===== config.mk =====
export PLATFORM = sky130hd
export DESIGN_NAME = gowin_pll_reconfig
export DESIGN_NICKNAME = d
export VERILOG_FILES = /design/src/rtl/gowin_pll_reconfig.sv
export SDC_FILE = /design/constraint.sdc
export NUM_CORES = 1
export LEC_CHECK = 0
export ABC_CLOCK_PERIOD_IN_PS = 2400
export BUFFER_PORTS_ARGS = -buffer_cell sky130_fd_sc_hd__clkbuf_2
export CAP_MARGIN = 20
export CORE_ASPECT_RATIO = 1.25
export CORE_MARGIN = 2
export CORE_UTILIZATION = 47
export CTS_CLUSTER_DIAMETER = 150
export CTS_CLUSTER_SIZE = 10
export DETAILED_ROUTE_END_ITERATION = 8
export GPL_TIMING_DRIVEN = 0
export HOLD_SLACK_MARGIN = 0.05
export PLACE_DENSITY_LB_ADDON = 0.08
export SLEW_MARGIN = 30
export SYNTH_ARGS = -nofsm -noshare
export SYNTH_HDL_FRONTEND = slang
export SYNTH_SLANG_ARGS = --single-unit

===== constraint.sdc =====
create_clock -name clkin -period 2.4 [get_ports clkin]
set_input_delay 0 -clock clkin [delete_from_list [all_inputs] [get_ports clkin]]
set_output_delay 0 -clock clkin [all_outputs]
set_load 0.1 [all_outputs]

===== src/rtl/gowin_pll_reconfig.sv =====
// rtl/gowin_pll_reconfig.sv - Gowin PLLA dynamic reconfiguration controller
// Streams a table profile into the PLL MD port under reset, optionally reads back, then waits for lock.
module gowin_pll_reconfig #(
  parameter int PROFILES     = 4,
  parameter int ENTRIES      = 8,
  parameter int VERIFY       = 1,
  parameter int RST_CYCLES   = 16,
  parameter int LOCK_TIMEOUT = 65535,
  localparam int PW = $clog2(PROFILES),
  localparam int TW = $clog2(PROFILES*ENTRIES)
) (
  input  logic          clkin,
  input  logic          reset,
  input  logic          req,
  input  logic [PW-1:0] req_profile,
  output logic          busy,
  output logic          done,
  output logic          err,
  output logic [1:0]    err_code,
  output logic [PW-1:0] cur_profile,
  output logic [TW-1:0] tbl_addr,
  input  logic [16:0]   tbl_data,
  output logic          pll_reset,
  input  logic          pll_lock,
  output logic [1:0]    mdopc,
  output logic          mdainc,
  output logic [7:0]    mdwdi,
  input  logic [7:0]    mdrdo
);

  localparam int IW = (ENTRIES > 1) ? $clog2(ENTRIES) : 1;
  localparam int CMAX = (LOCK_TIMEOUT > RST_CYCLES) ? LOCK_TIMEOUT : RST_CYCLES;
  localparam int CW = $clog2(CMAX + 1);

  localparam logic [1:0] MD_NOP   = 2'b00;
  localparam logic [1:0] MD_WRITE = 2'b01;
  localparam logic [1:0] MD_READ  = 2'b10;
  localparam logic [1:0] MD_ADDR  = 2'b11;

  localparam logic [1:0] E_NONE    = 2'd0;
  localparam logic [1:0] E_VERIFY  = 2'd1;
  localparam logic [1:0] E_TIMEOUT = 2'd2;
  localparam logic [1:0] E_PROFILE = 2'd3;

  typedef enum logic [3:0] {
    S_IDLE, S_FETCH, S_TWAIT, S_ADDR, S_WRITE, S_GAP, S_READ, S_RWAIT1,
    S_RWAIT2, S_CHECK, S_HOLD, S_LOCKWAIT, S_DONE, S_ERR
  } state_t;

  state_t          state, state_d;
  logic [PW-1:0]   prof, prof_d;
  logic [IW-1:0]   idx, idx_d;
  logic            ent_last, ent_last_d;
  logic [7:0]      ent_data, ent_data_d;
  logic [CW-1:0]   cnt, cnt_d;
  logic            busy_d, done_d, err_d, pll_reset_d;
  logic [1:0]      err_code_d, mdopc_d;
  logic [PW-1:0]   cur_profile_d;
  logic [TW-1:0]   tbl_addr_d;
  logic [7:0]      mdwdi_d;
  logic            advance, last_entry, bad_profile;

  function automatic logic [TW-1:0] slot(input logic [PW-1:0] p, input logic [IW-1:0] i);
    return TW'(int'(p) * ENTRIES + int'(i));
  endfunction

  assign mdainc      = 1'b0;
  assign bad_profile = (int'(req_profile) >= PROFILES);
  assign last_entry  = ent_last || (idx == IW'(ENTRIES - 1));

  always_comb begin
    state_d       = state;
    prof_d        = prof;
    idx_d         = idx;
    ent_last_d    = ent_last;
    ent_data_d    = ent_data;
    cnt_d         = cnt;
    err_d         = err;
    err_code_d    = err_code;
    cur_profile_d = cur_profile;
    tbl_addr_d    = tbl_addr;
    pll_reset_d   = pll_reset;
    done_d        = 1'b0;
    mdopc_d       = MD_NOP;
    mdwdi_d       = 8'h00;
    advance       = 1'b0;

    unique case (state)
      S_IDLE: begin
        if (req) begin
          if (bad_profile) begin
            state_d    = S_ERR;
            err_d      = 1'b1;
            err_code_d = E_PROFILE;
          end else begin
            state_d     = S_FETCH;
            prof_d      = req_profile;
            idx_d       = '0;
            tbl_addr_d  = slot(req_profile, '0);
            pll_reset_d = 1'b1;
            err_d       = 1'b0;
            err_code_d  = E_NONE;
          end
        end
      end
      S_FETCH: state_d = S_TWAIT;
      S_TWAIT: begin
        // Table data is valid now; launch the address load straight from it.
        ent_last_d = tbl_data[16];
        ent_data_d = tbl_data[7:0];
        mdopc_d    = MD_ADDR;
        mdwdi_d    = tbl_data[15:8];
        state_d    = S_ADDR;
      end
      S_ADDR: begin
        mdopc_d = MD_WRITE;
        mdwdi_d = ent_data;
        state_d = S_WRITE;
      end
      S_WRITE: state_d = S_GAP;
      S_GAP: begin
        if (VERIFY != 0) begin
          mdopc_d = MD_READ;
          state_d = S_READ;
        end else begin
          advance = 1'b1;
        end
      end
      S_READ:   state_d = S_RWAIT1;
      S_RWAIT1: state_d = S_RWAIT2;
      S_RWAIT2: state_d = S_CHECK;
      S_CHECK: begin
        if (mdrdo != ent_data) begin
          state_d     = S_ERR;
          err_d       = 1'b1;
          err_code_d  = E_VERIFY;
          pll_reset_d = 1'b0;
        end else begin
          advance = 1'b1;
        end
      end
      S_HOLD: begin
        if (cnt == CW'(RST_CYCLES - 1)) begin
          state_d     = S_LOCKWAIT;
          pll_reset_d = 1'b0;
          cnt_d       = '0;
        end else begin
          cnt_d = cnt + 1'b1;
        end
      end
      S_LOCKWAIT: begin
        if (pll_lock) begin
          state_d       = S_DONE;
          done_d        = 1'b1;
          cur_profile_d = prof;
        end else if (cnt == CW'(LOCK_TIMEOUT - 1)) begin
          state_d    = S_ERR;
          err_d      = 1'b1;
          err_code_d = E_TIMEOUT;
        end else begin
          cnt_d = cnt + 1'b1;
        end
      end
      S_DONE:  state_d = S_IDLE;
      S_ERR:   state_d = S_IDLE;
      default: state_d = S_IDLE;
    endcase

    if (advance) begin
      if (last_entry) begin
        state_d = S_HOLD;
        cnt_d   = '0;
      end else begin
        idx_d      = idx + 1'b1;
        tbl_addr_d = slot(prof, idx + 1'b1);
        state_d    = S_FETCH;
      end
    end

    busy_d = (state_d != S_IDLE);
  end

  always_ff @(posedge clkin) begin
    if (reset) begin
      state       <= S_IDLE;
      prof        <= '0;
      idx         <= '0;
      ent_last    <= 1'b0;
      ent_data    <= 8'h00;
      cnt         <= '0;
      busy        <= 1'b0;
      done        <= 1'b0;
      err         <= 1'b0;
      err_code    <= E_NONE;
      cur_profile <= '0;
      tbl_addr    <= '0;
      pll_reset   <= 1'b0;
      mdopc       <= MD_NOP;
      mdwdi       <= 8'h00;
    end else begin
      state       <= state_d;
      prof        <= prof_d;
      idx         <= idx_d;
      ent_last    <= ent_last_d;
      ent_data    <= ent_data_d;
      cnt         <= cnt_d;
      busy        <= busy_d;
      done        <= done_d;
      err         <= err_d;
      err_code    <= err_code_d;
      cur_profile <= cur_profile_d;
      tbl_addr    <= tbl_addr_d;
      pll_reset   <= pll_reset_d;
      mdopc       <= mdopc_d;
      mdwdi       <= mdwdi_d;
    end
  end

endmodule


==> results.json <==
{
  "ys_async_sr_fraction_pct": 0,
  "syn2layout_area_growth_pct": 26.7,
  "wirelength_um": 7040,
  "ys_warn_count": 0,
  "drc": 0,
  "stdcell_count": 480,
  "ys_seq_elements": 57,
  "vias_per_cell": 5.53,
  "die_y_um": 89.6,
  "synth_most_common_cell": "dfxtp_1",
  "portBuffers": 52,
  "avgSynthCellArea_sq_um": 8.47,
  "period_needed_ns": 2.13,
  "crit_fanout": 9,
  "dpl.hpwl_um": 4980,
  "rows": 31,
  "maxCapViolCount": 0,
  "place_ws_ns": 0.0119,
  "startpoint": "cnt[0]",
  "ff2ff_path_depth": 8,
  "antenna_cells": 0,
  "synth-adder-area-share_pct": 1.82,
  "fmax_mhz": 469,
  "placed_cells": 443,
  "gp_congestion": 0.864,
  "initial_utilization_pct": 48.0,
  "drive_gt1_share_pct": 23.7,
  "first_iter_violations": 137,
  "tns_ns": 0,
  "vdd_ir_drop_max_mv": 0.287,
  "cellLeakagePower_nw": 1.38,
  "r2r-end": "cnt[11]",
  "skew_ns": 0.00922,
  "grt_pass1_vias": 2317,
  "ant_nets": 0,
  "synth_top_flop_cell": "dfxtp_1",
  "synth_seq_area_share_pct": 41.4,
  "ctsLongestPathBuffers": 2,
  "min_path_type": "in -> reg",
  "r2r-start": "cnt[0]",
  "synthTopCellsByCount": "dfxtp_1, nand2_1, a21oi_1",
  "max-slew-margin-rel_pct": 59.8,
  "insertion_delay_ns": 0.34,
  "clk_pin_slew_ns": 0.07,
  "grt_first_pass_wirelength_um": 11000,
  "fillCellCount": 525,
  "setup_viol": 0,
  "num_vias": 2655,
  "nNetsFinal": 444,
  "crit_type": "reg -> reg",
  "min_period_over_period_pct": 88.9,
  "timing.final.max_slew_violations": 0,
  "synth_top_family_by_area": "simple AND/OR/NAND/NOR gates",
  "endpoint_kind": "flop",
  "outcome": "complete, no violations",
  "num_io_pins": 55,
  "synth_edf_count": 0,
  "synthXorXnorAreaFrac_pct": 3.18,
  "setup_ws_ns": 0.267,
  "netlist_top_cells_area": "dfxtp_1, a21oi_1, nand2_1",
  "clock-sinks": 57,
  "p_per_area_nw_per_um2": 607,
  "cts_buffers": 9,
  "critical_path_required_ns": 2.62,
  "timing.critical_path.to": "cnt[11]",
  "drtPass1Iterations": 4,
  "setup.worst_path.start_class": "flop",
  "die_area_sq_um": 6490,
  "grt_use_total_pct": 22.3,
  "rsz0062_at_grt": "false",
  "synthMuxAreaShare_pct": 2.59,
  "clock-root-buffer": "clkbuf_8",
  "cts_tree": "yes",
  "yosys.area.top_type": "dfxtp_1",
  "cts.htree.levels": 3,
  "synth-simple-area-share_pct": 27.3,
  "hold_viol": 0,
  "wire_per_inst_um": 14.7,
  "synth_area_sq_um": 2750,
  "syn-num-nets": 360,
  "synth-compound-area-share_pct": 19.6,
  "r2r_slack_ns": 0.27,
  "antenna_found_initial": 0,
  "synth_cell_types": 56,
  "die_w_um": 72.5,
  "grt_max_degree": 11,
  "syn_inst": 325,
  "arrival_ns": 2.36,
  "core_sq_um": 5740,
  "synth_top_area_share_pct": 41.4,
  "overflow": 0,
  "max_slew.worst_pin.slew_ns": 0.600
}
## worst min-delay path by stage
stage	slack [ns]	start	end	cells past startpoint
after global routing	0.23	req	pll_reset	3
after floorplan	0.14	tbl_data[16]	ent_last	2
final	0.19	req	pll_reset	3
after CTS	0.19	req	pll_reset	3
after global placement	0.23	tbl_data[7]	ent_data[7]	3
after detailed placement	0.23	tbl_data[3]	ent_data[3]	3
## metrics by stage
stage	utilization (%)	hold slack, ns	power [mW]	instance area, sq um
after global routing	60.8	0.229	2.21	3490
after CTS	60.7	0.191	2.14	3480
after detailed placement	53.9	0.231	1.32	3100
after global placement	53.9	0.227	1.32	3100
final	60.8	0.190	2.12	3490
after floorplan	-	0.136	1.25	2750
## state kept, by name, indices dropped and copies added (netlist names)
register,cells
idx,3
cur_profile,2
tbl_addr,5
busy,1
state,4
mdwdi,8
err,1
ent_last,1
prof,2
ent_data,8
done,1
err_code,2
pll_reset,1
mdopc,2
cnt,16
## repair_timing
item                                    in CTS  in global routing
resized for setup                            1                  0
hold endpoints to repair                    25                  0
endpoints found under the setup margin       2                  0
buffers inserted                             0                  0
hold buffers                                21                  0
## cell usage in the layout (no fill, tap or decap), types with 6 or more instances in the layout
master,count
clkbuf_8,10
nor4_1,6
mux2i_1,6
dlygate4sd3_1,21
o21ai_0,11
nand2_1,44
clkbuf_1,8
clkbuf_2,52
nand3_1,10
xor2_1,8
dfxtp_1,57
a22oi_1,10
nor3_1,7
buf_2,6
nor2_1,34
a21oi_1,34
a211oi_1,6
nor2b_1,6
## routing by layer
| layer | GRT usage [%] | vias up | part of all wire, % |
|---|---|---|---|
| met2 | 41.1 | 78 | 53 |
| met5 | 0 | - | 0 |
| met3 | 3.79 | 16 | 3.8 |
| li1 | - | 1336 | - |
| met4 | 11.4 | 0 | 2.5 |
| met1 | 24.7 | 1225 | 41 |
## area by class of cell
| class | count | area, sq um | area share [%] |
|---|---|---|---|
| timing repair buffer | 73 | 470 | 13.5 |
| tap | 66 | 82.6 | 2.37 |
| clock inverter | 5 | 31.3 | 0.897 |
| clock buffer | 11 | 141 | 4.05 |
| sequential | 57 | 1140 | 32.7 |
| buffer | 18 | 97.6 | 2.80 |
| inverter | 3 | 11.3 | 0.323 |
| multi-input combinational | 247 | 1510 | 43.4 |
## where the power goes
group	leakage, nW	switching [mW]	internal (mW)
Clock	0.0891	0.390	0.398
Sequential	0.462	0.0185	0.975
Combinational	0.825	0.224	0.110
Total	1.38	0.633	1.48
## cell families after synthesis
family          Yosys count
xor+xnor                 10
other cells               1
simple gates            143
compound gates           82
flops                    57
buf+inv                  21
mux                       7
fa+ha+maj                 4
## worst max-delay path: stages, from the launching register on
cell and delay, ns:
dfxtp_1 0.43, inv_1 0.07, ha_1 0.20, and4_1 0.22, a41o_4 0.33, a21oi_2 0.39, o21ai_0 0.15, a21oi_1 0.17
nor2_1 0.05
Power figures use the tool's default switching activity.
